===== src/rtl/rom_copy_pkg.sv =====
// Purpose: shared types and constants for the ROM-to-BSRAM boot copy engine.
// Latency: n/a (declarations only).
// Backpressure: n/a.
package rom_copy_pkg;

    // Bus data width; kept equal to SCR1_AHB_WIDTH of the core's AHB fabric.
    localparam int DW = 32;

    // AHB HTRANS encodings used by the requester.
    localparam logic [1:0] HTRANS_IDLE   = 2'b00;
    localparam logic [1:0] HTRANS_NONSEQ = 2'b10;

    typedef enum logic [1:0] {
        IDLE = 2'b00,
        RUN  = 2'b01,
        FIN  = 2'b10
    } state_t;

endpackage


===== src/rtl/rom_copy_skid.sv =====
// Purpose: 1-entry skid between ROM read data and the destination write port.
// Latency: 0 cycles (bypass) when empty; the parked word is presented first when occupied.
// Backpressure: a word offered while dn_rdy=0 is parked; upstream must not offer while parked and stalled.
//
// Ports:
//   clk, rst_n        clock, synchronous active-low reset
//   up_vld, up_dat    incoming word (ROM data landing this cycle)
//   dn_vld, dn_dat    word presented downstream (destination write)
//   dn_rdy            downstream accepts when dn_vld & dn_rdy
//   skid_vld          a word is parked in the skid register
module rom_copy_skid #(
    parameter int DW = 32
) (
    input  logic          clk,
    input  logic          rst_n,
    input  logic          up_vld,
    input  logic [DW-1:0] up_dat,
    output logic          dn_vld,
    output logic [DW-1:0] dn_dat,
    input  logic          dn_rdy,
    output logic          skid_vld
);

    logic [DW-1:0] skid_dat;

    // Parked word always wins so write order is preserved.
    assign dn_vld = skid_vld | up_vld;
    assign dn_dat = skid_vld ? skid_dat : up_dat;

    always_ff @(posedge clk) begin
        if (!rst_n) begin
            skid_vld <= 1'b0;
            skid_dat <= '0;
        end else begin
            // Whatever is presented but not accepted stays parked.
            skid_vld <= dn_vld & ~dn_rdy;
            if (!skid_vld || dn_rdy) begin
                skid_dat <= up_dat;
            end
        end
    end

endmodule


===== src/rtl/rom_copy_initiator.sv =====
// Purpose: copies len words from the ROM dmem port into a writable BSRAM at boot.
// Latency: start -> first ROM issue 1 cycle; issue -> write 1 cycle min; 1 word/cycle sustained.
// Backpressure: wr_ready=0 parks one word in the skid and stalls further ROM issues.
//
// Ports:
//   clk, rst_n                       clock, synchronous active-low reset
//   start, src_base, dst_base, len   copy request (sampled in IDLE only)
//   busy, done, err                  status: in progress / completion pulse / sticky abort flag
//   rom_addr, rom_trans, rom_hsel,
//   rom_hready_in                    ROM request (asserted on issue cycle only)
//   rom_ready, rom_resp, rom_data    ROM response (data cycle follows issue)
//   wr_en, wr_addr, wr_data, wr_ready destination write port
module rom_copy_initiator
    import rom_copy_pkg::*;
#(
    parameter int SRC_WORDS = 64,
    parameter int SRC_AW    = $clog2(SRC_WORDS),
    parameter int DST_AW    = 12,
    parameter int DW        = rom_copy_pkg::DW
) (
    input  logic              clk,
    input  logic              rst_n,
    input  logic              start,
    input  logic [SRC_AW-1:0] src_base,
    input  logic [DST_AW-1:0] dst_base,
    input  logic [DST_AW:0]   len,
    output logic              busy,
    output logic              done,
    output logic              err,
    output logic [SRC_AW-1:0] rom_addr,
    output logic [1:0]        rom_trans,
    output logic              rom_hsel,
    output logic              rom_hready_in,
    input  logic              rom_ready,
    input  logic              rom_resp,
    input  logic [DW-1:0]     rom_data,
    output logic              wr_en,
    output logic [DST_AW-1:0] wr_addr,
    output logic [DW-1:0]     wr_data,
    input  logic              wr_ready
);

    localparam int CW = DST_AW + 1;

    state_t            state_q, state_d;
    logic [SRC_AW-1:0] src_base_q;
    logic [DST_AW-1:0] dst_base_q;
    logic [CW-1:0]     len_q;
    logic [CW-1:0]     rd_cnt_q;
    logic [CW-1:0]     wr_cnt_q;
    logic [CW-1:0]     wr_cnt_nxt;
    logic              infl_q;
    logic              infl_nxt;
    logic              abort_q;
    logic              err_q;
    logic              done_q;

    logic              land;
    logic              land_err;
    logic              abort;
    logic              issue;
    logic              wr_accept;
    logic              skid_vld;
    logic              start_ok;

    assign start_ok  = (state_q == IDLE) & start;
    assign land      = infl_q & rom_ready;
    assign land_err  = land & rom_resp;
    // An error landing this cycle already suppresses the issue in the same cycle.
    assign abort     = abort_q | land_err;
    assign wr_accept = wr_en & wr_ready;
    assign wr_cnt_nxt = wr_cnt_q + CW'(wr_accept);

    // A new read may go out only if its data is guaranteed a place to land:
    // skid empty and the current in-flight word (if any) is leaving this cycle.
    assign issue = (state_q == RUN) && (rd_cnt_q < len_q) && !skid_vld &&
                   !(infl_q && !(land && wr_ready)) && !abort;

    assign infl_nxt = issue | (infl_q & ~land);

    // Errored data never enters the skid.
    rom_copy_skid #(
        .DW (DW)
    ) u_skid (
        .clk      (clk),
        .rst_n    (rst_n),
        .up_vld   (land & ~rom_resp),
        .up_dat   (rom_data),
        .dn_vld   (wr_en),
        .dn_dat   (wr_data),
        .dn_rdy   (wr_ready),
        .skid_vld (skid_vld)
    );

    assign rom_addr      = src_base_q + SRC_AW'(rd_cnt_q);
    assign rom_trans     = issue ? HTRANS_NONSEQ : HTRANS_IDLE;
    assign rom_hsel      = issue;
    assign rom_hready_in = issue;
    assign wr_addr       = dst_base_q + DST_AW'(wr_cnt_q);

    assign busy = (state_q != IDLE);
    assign done = done_q;
    assign err  = err_q;

    always_comb begin
        state_d = state_q;
        case (state_q)
            IDLE: begin
                if (start) begin
                    state_d = (len == '0) ? FIN : RUN;
                end
            end
            RUN: begin
                // Abort finishes once nothing is in flight and no word remains parked.
                if ((wr_cnt_nxt == len_q) ||
                    (abort && !infl_nxt && !(wr_en && !wr_ready))) begin
                    state_d = FIN;
                end
            end
            FIN:     state_d = IDLE;
            default: state_d = IDLE;
        endcase
    end

    always_ff @(posedge clk) begin
        if (!rst_n) begin
            state_q    <= IDLE;
            src_base_q <= '0;
            dst_base_q <= '0;
            len_q      <= '0;
            rd_cnt_q   <= '0;
            wr_cnt_q   <= '0;
            infl_q     <= 1'b0;
            abort_q    <= 1'b0;
            err_q      <= 1'b0;
            done_q     <= 1'b0;
        end else begin
            state_q <= state_d;
            done_q  <= (state_q == FIN);
            infl_q  <= infl_nxt;
            if (start_ok) begin
                src_base_q <= src_base;
                dst_base_q <= dst_base;
                len_q      <= len;
                rd_cnt_q   <= '0;
                wr_cnt_q   <= '0;
                abort_q    <= 1'b0;
                err_q      <= 1'b0;
            end else begin
                if (issue) begin
                    rd_cnt_q <= rd_cnt_q + 1'b1;
                end
                wr_cnt_q <= wr_cnt_nxt;
                if (land_err) begin
                    abort_q <= 1'b1;
                    err_q   <= 1'b1;
                end
            end
        end
    end

endmodule


===== config.mk =====
export PLATFORM = sky130hd
export DESIGN_NAME = rom_copy_initiator
export DESIGN_NICKNAME = d
export VERILOG_FILES = /design/src/rtl/rom_copy_pkg.sv /design/src/rtl/rom_copy_skid.sv /design/src/rtl/rom_copy_initiator.sv
export SDC_FILE = /design/constraint.sdc
export NUM_CORES = 1
export LEC_CHECK = 0
export BUFFER_PORTS_ARGS = -buffer_cell sky130_fd_sc_hd__buf_4
export CORE_UTILIZATION = 35
export DETAILED_ROUTE_END_ITERATION = 8
export HOLD_SLACK_MARGIN = 0.05
export PLACE_DENSITY = 0.67
export SLEW_MARGIN = 5
export SYNTH_ARGS = -nofsm -noshare
export SYNTH_HDL_FRONTEND = slang
export SYNTH_SLANG_ARGS = --single-unit
export TNS_END_PERCENT = 20

===== constraint.sdc =====
create_clock -name clk -period 2.76 [get_ports clk]
set_input_delay 0.69 -clock clk [delete_from_list [all_inputs] [get_ports clk]]
set_output_delay 0.69 -clock clk [all_outputs]
set_load 0.05 [all_outputs]

# --- After elaboration in Yosys (flattened, before gate mapping) ---
# Cells that the tools add are included.
op_classes:
  addsub: 4
  magnitude_cmp: 1
  n_eq_ne: 5
  muxes: 6
  bitwise: 14
  reduce_logical: 23
op_table:
  columns: ["op", "count"]
  rows:
  - ["2-to-1 mux 32 bit", 1]
  - ["adder 13 x 1 -> 13 bit", 1]
  - ["adder 13 x 1 -> 13 bit (second input constant)", 1]
  - ["equality test 13 bit", 1]
  - ["zero test 13 bit", 1]
  - ["< comparator 13 bit", 1]
  - ["adder 12 bit", 1]
  - ["logical AND 1 bit", 9]
  - ["2-to-1 mux 2 bit", 4]
  - ["bitwise AND 1 bit", 7]
  - ["zero test 1 bit", 7]
  - ["adder 6 bit", 1]
  - ["NOT 1 bit", 4]
  - ["case mux 2 bit (2 select lines)", 1]
  - ["bitwise OR 1 bit", 3]
  - ["equality test 2 x 1 -> 1 bit (second input constant)", 1]
  - ["equality test 2 bit (second input constant)", 1]
  - ["zero test 2 bit", 1]
  - ["logical OR 1 bit", 2]
  - ["!= test 2 x 1 -> 1 bit (second input constant)", 1]
  - ["!= test 2 bit (second input constant)", 1]
  - ["AND reduction 2 bit", 1]
  - ["nonzero test 2 bit", 1]
  - ["OR reduction 2 bit", 1]
word_totals:
  ff_bits: 95
  input_bits: 69
  output_inout_bits: 58
  elab_cells: 64

# --- Logic depth before layout (Yosys ltp) ---
logic_depth:
  word_depth: 14
  depth_mapped: 12
  depth_no_buf: 11

# --- Modules after synthesis ---
# Synthesis repeated with hierarchy kept, for this count alone.
unflattened:
  cells_unflattened: 644
  area_unflattened_um2: 5595.4
by_module_without_submodules:
  columns: ["mod", "n_inst", "cells_per_inst", "area_each_um2", "seq_area_each_um2"]
  rows:
  - ["rom_copy_initiator", 1, 465, 3891.2, 1241.2]
  - ["rom_copy_skid", 1, 179, 1704.1, 660.6]

# --- Least setup slack after synthesis ---
# No wires, ideal clock.
synth_timing:
  kind: "reg2out"
  startpoint: "register len_q[6]"
  endpoint: "output port rom_hsel"
  t_arrival_ps: 2697
  required_time_ps: 2070
  setup_slack_ps: -627
  path_stages_with_launch: 10
  n_path_buf: 2
  path_cell_list: "dfxtp_1 > inv_1 > ha_1 > a21o_1 > a21o_1 > a221oi_1 > a21oi_1 > buf_2 > nor2_1 > buf_4"
synth_via:
  elab_chain_len: 5
synth_rtl:
  columns: ["item", "line", "source"]
  rows:
  - ["from (decl)", "rom_copy_initiator.sv:48", "logic [CW-1:0] len_q;"]
  - ["from (signal assigned)", "rom_copy_initiator.sv:144", "len_q <= len;"]
  - ["< comparator 13 bit", "rom_copy_initiator.sv:76", "assign issue = (state_q == RUN) && (rd_cnt_q < len_q) && !skid_vld &&"]
  - ["logical AND 1 bit (3 in a row)", "rom_copy_initiator.sv:76", null]
  - ["logical AND 1 bit", "rom_copy_initiator.sv:77", "!(infl_q && !(land && wr_ready)) && !abort;"]
  - ["to (decl)", "rom_copy_initiator.sv:32", "output logic rom_hsel,"]
# Every way passes these cells.

# --- Worst setup path after layout ---
layout_timing:
  startpoint: "register wr_cnt_q[1]"
  endpoint: "output port wr_addr[11]"
layout_via:
  elab_chain_len: 1
layout_rtl:
  columns: ["item", "line", "source"]
  rows:
  - ["from (decl)", "rom_copy_initiator.sv:50", "logic [CW-1:0] wr_cnt_q;"]
  - ["from (signal assigned)", "rom_copy_initiator.sv:153", "wr_cnt_q <= wr_cnt_nxt;"]
  - ["adder 12 bit", "rom_copy_initiator.sv:99", "assign wr_addr = dst_base_q + DST_AW'(wr_cnt_q);"]
  - ["to (decl)", "rom_copy_initiator.sv:38", "output logic [DST_AW-1:0] wr_addr,"]
# Every way passes these cells.

==> results.py <==
metrics = {
    "yosys": {
        "synth-seq-area-share_pct": 34.0,
        "synth_seq_cells": 95,
        "synth_top_area_share_pct": 34.0,
        "netlist_area_sq_um": 5590,
        "synth_most_common_cell": "nand2_1",
        "yosys_most_used_dff": "dfxtp_1",
        "synth_common_cells": "nand2_1, dfxtp_1, a21boi_0",
        "synth_cell_type_count": 60,
        "syn_nets": 779,
        "synth_top_area_cell": "dfxtp_1",
        "async_reset_ff_share_pct": 0,
        "netlist_instances": 677,
        "yosysWarnings": 0,
        "synth_edf_count": 0,
        "synth_area_per_cell_sq_um": 8.26,
        "synth_area_leaders": "dfxtp_1, nand2_1, a21boi_0",
    },
    "grt": {
        "grt_overflow": 0,
        "grtUsageTotal_pct": 18.6,
        "grt_max_degree": 54,
        "grt_antenna_before_repair": 0,
        "first_global_vias": 4876,
        "grt_pass1_wl_microns": 24200,
    },
    "route": {
        "routed_wirelength_microns": 14900,
        "drtIter0Drc": 246,
        "drc": 0,
        "routed_via_density": 4.94,
        "vias": 5185,
        "ant_nets": 0,
        "wl_per_cell_microns": 14.2,
        "drt-pass1-iter-count": 6,
    },
    "finish": {
        "insertedDiodeCount": 0,
        "area_growth_pct": 37.2,
        "finish.net_count": 937,
        "fin_area_sq_um": 7670,
        "fill_cells": 1519,
        "fin_cells": 1050,
        "final_layout_size_suffix_gt1_share_pct": 33.7,
        "postLayoutCoreUtil_pct": 49.7,
    },
    "place": {
        "portBuffers": 125,
        "routabilityCongestion": 0.898,
        "dp_hpwl_microns": 11100,
        "postPlaceCellArea_sq_um": 7140,
        "dp.cells": 1032,
    },
    "sta": {
        "min_period_ns": 2.94,
        "clock_skew_ns": 0.00789,
        "rsz0062_at_grt": "yes",
        "layout_setup_ws_ns": -0.183,
        "finalCritPeriodShare_pct": 107,
        "fmax_mhz": 340,
        "report.final.slew_viol_count": 0,
        "finalHoldViolCount": 0,
        "setup_viol": 8,
        "tns_ns": -0.916,
        "whs_ns": 0.460,
    },
    "floorplan": {
        "dieHeight_microns": 128,
        "initial_core_util_pct": 36.3,
        "die_area_sq_um": 16500,
        "rows": 45,
        "io_pins": 127,
        "coreArea_sq_um": 15400,
        "dieWidth_microns": 128,
    },
    "worst_setup_path": {
        "crit_end": "wr_addr[11]",
        "cp_max_fo": 2,
        "reg2reg_depth": 10,
        "cp.arrival_ns": 2.25,
        "crit_start": "wr_cnt_q[1]",
        "reg2reg_slack_ns": 0.23,
        "critPathRequiredTime_ns": 2.07,
        "crit_type": "reg2out",
        "critPathLaunchType": "flip-flop",
        "worst_r2r_endpoint": "state_q[0]",
        "end_kind": "output pin",
        "regToRegStartpoint": "infl_q",
    },
    "clock_network": {
        "cts.clk_slew.worst_paths_ns": 0.06,
        "cts-root-buf": "clkbuf_16",
        "cts_made_buffers": 9,
        "cts_buffer_depth": 2,
        "cts_hold_buf": 0,
        "cts_sinks": 95,
        "clock_latency_ns": 0.36,
        "cts_tree": "yes",
        "htree_num_levels": 3,
    },
    "hold_path": {
        "holdCritPathClass": "reg2reg",
        "min_from": "u_skid.skid_dat[24]",
    },
    "power": {
        "leakage_nw": 3.31,
        "power_density_nw_per_um2": 530,
        "vdd_drop_max_mv": 0.273,
    },
    "outcome": {
        "violations": "setup timing",
        "outcome": "finished with violations",
    },
    "flow_run": {
        "maxCapViolCount": 0,
    },
}
-- metal layers --
layer / part of all wire (%) / global-route usage, % / up-vias
met5: 0 / 0 / -
met4: 1.1 / 4.64 / 0
met3: 7.3 / 6.11 / 12
met2: 45 / 29.2 / 135
met1: 46 / 24.5 / 2385
li1: - / - / 2653
-- flip-flops by register name, indices dropped and copies added (netlist names) --
signal	count
len_q	13
src_base_q	6
dst_base_q	12
err	1
done	1
u_skid.skid_vld	1
rd_cnt_q	13
wr_cnt_q	13
state_q	2
u_skid.skid_dat	32
infl_q	1
-- cell usage in the layout, fill, tap and decap left out, drive strengths merged, types with 13 or more instances in the layout --
master / count
buf: 187
nand2: 149
dfxtp: 95
a21boi: 63
mux2: 32
inv: 32
ha: 31
nor2: 28
xnor2: 23
a21oi: 21
nand3: 13
-- critical path, cell delays in order, from the launching register on --
cell,delay [ns]
dfxtp_4,0.35
ha_4,0.24
a211oi_2,0.23
o21ai_2,0.12
nor3_2,0.17
o311ai_2,0.11
o31a_1,0.36
xnor2_4,0.15
buf_6,0.17
-- timing repair --
action                                  in CTS  in global routing
endpoints found under the setup margin      14                 14
resized for setup                           37                 16
pin swaps                                   19                  5
buffers inserted                             3                  1
-- power breakdown --
group / switching, mW / total, mW / internal [mW]
Clock: 0.556 / 1.43 / 0.879
Sequential: 0.0634 / 1.52 / 1.46
Combinational: 0.682 / 1.11 / 0.433
-- cells by family after synthesis --
logic type      count (synthesis)  synth area share (%)
simple gates                  264                  22.0
compound gates                142                  18.3
flops                          95                  34.0
buf+inv                        72                  5.28
xor+xnor                       35                  5.73
mux                            35                  6.98
fa+ha+maj                      33                  7.65
other cells                     1                0.0670
-- cell type report --
cell class | instances | area, sq um | area share (%)
Inverter | 32 | 120 | 1.57
Timing Repair Buffer | 187 | 1450 | 18.9
Sequential cell | 95 | 1920 | 25.1
Clock buffer | 9 | 225 | 2.93
Tap cell | 211 | 264 | 3.44
Clock inverter | 6 | 110 | 1.43
Multi-Input combinational cell | 510 | 3580 | 46.6
-- per-stage QoR --
step,setup slack (ns),power [mW]
2_1_floorplan,-0.0737,2.26
6_report,-0.183,4.07
3_3_place_gp,-0.323,2.62
4_1_cts,-0.256,4.09
5_1_grt,-0.275,4.26
3_5_place_dp,-0.481,2.63
-- worst min-delay path by stage --
stage                     cells past startpoint                  end
final                                         2  u_skid.skid_dat[24]
after global routing                          2  u_skid.skid_dat[11]
after CTS                                     2  u_skid.skid_dat[11]
after detailed placement                      2  u_skid.skid_dat[11]
after global placement                        2   u_skid.skid_dat[8]
after floorplan                               2  u_skid.skid_dat[10]
Note: power is estimated with default switching activity, not from simulation.
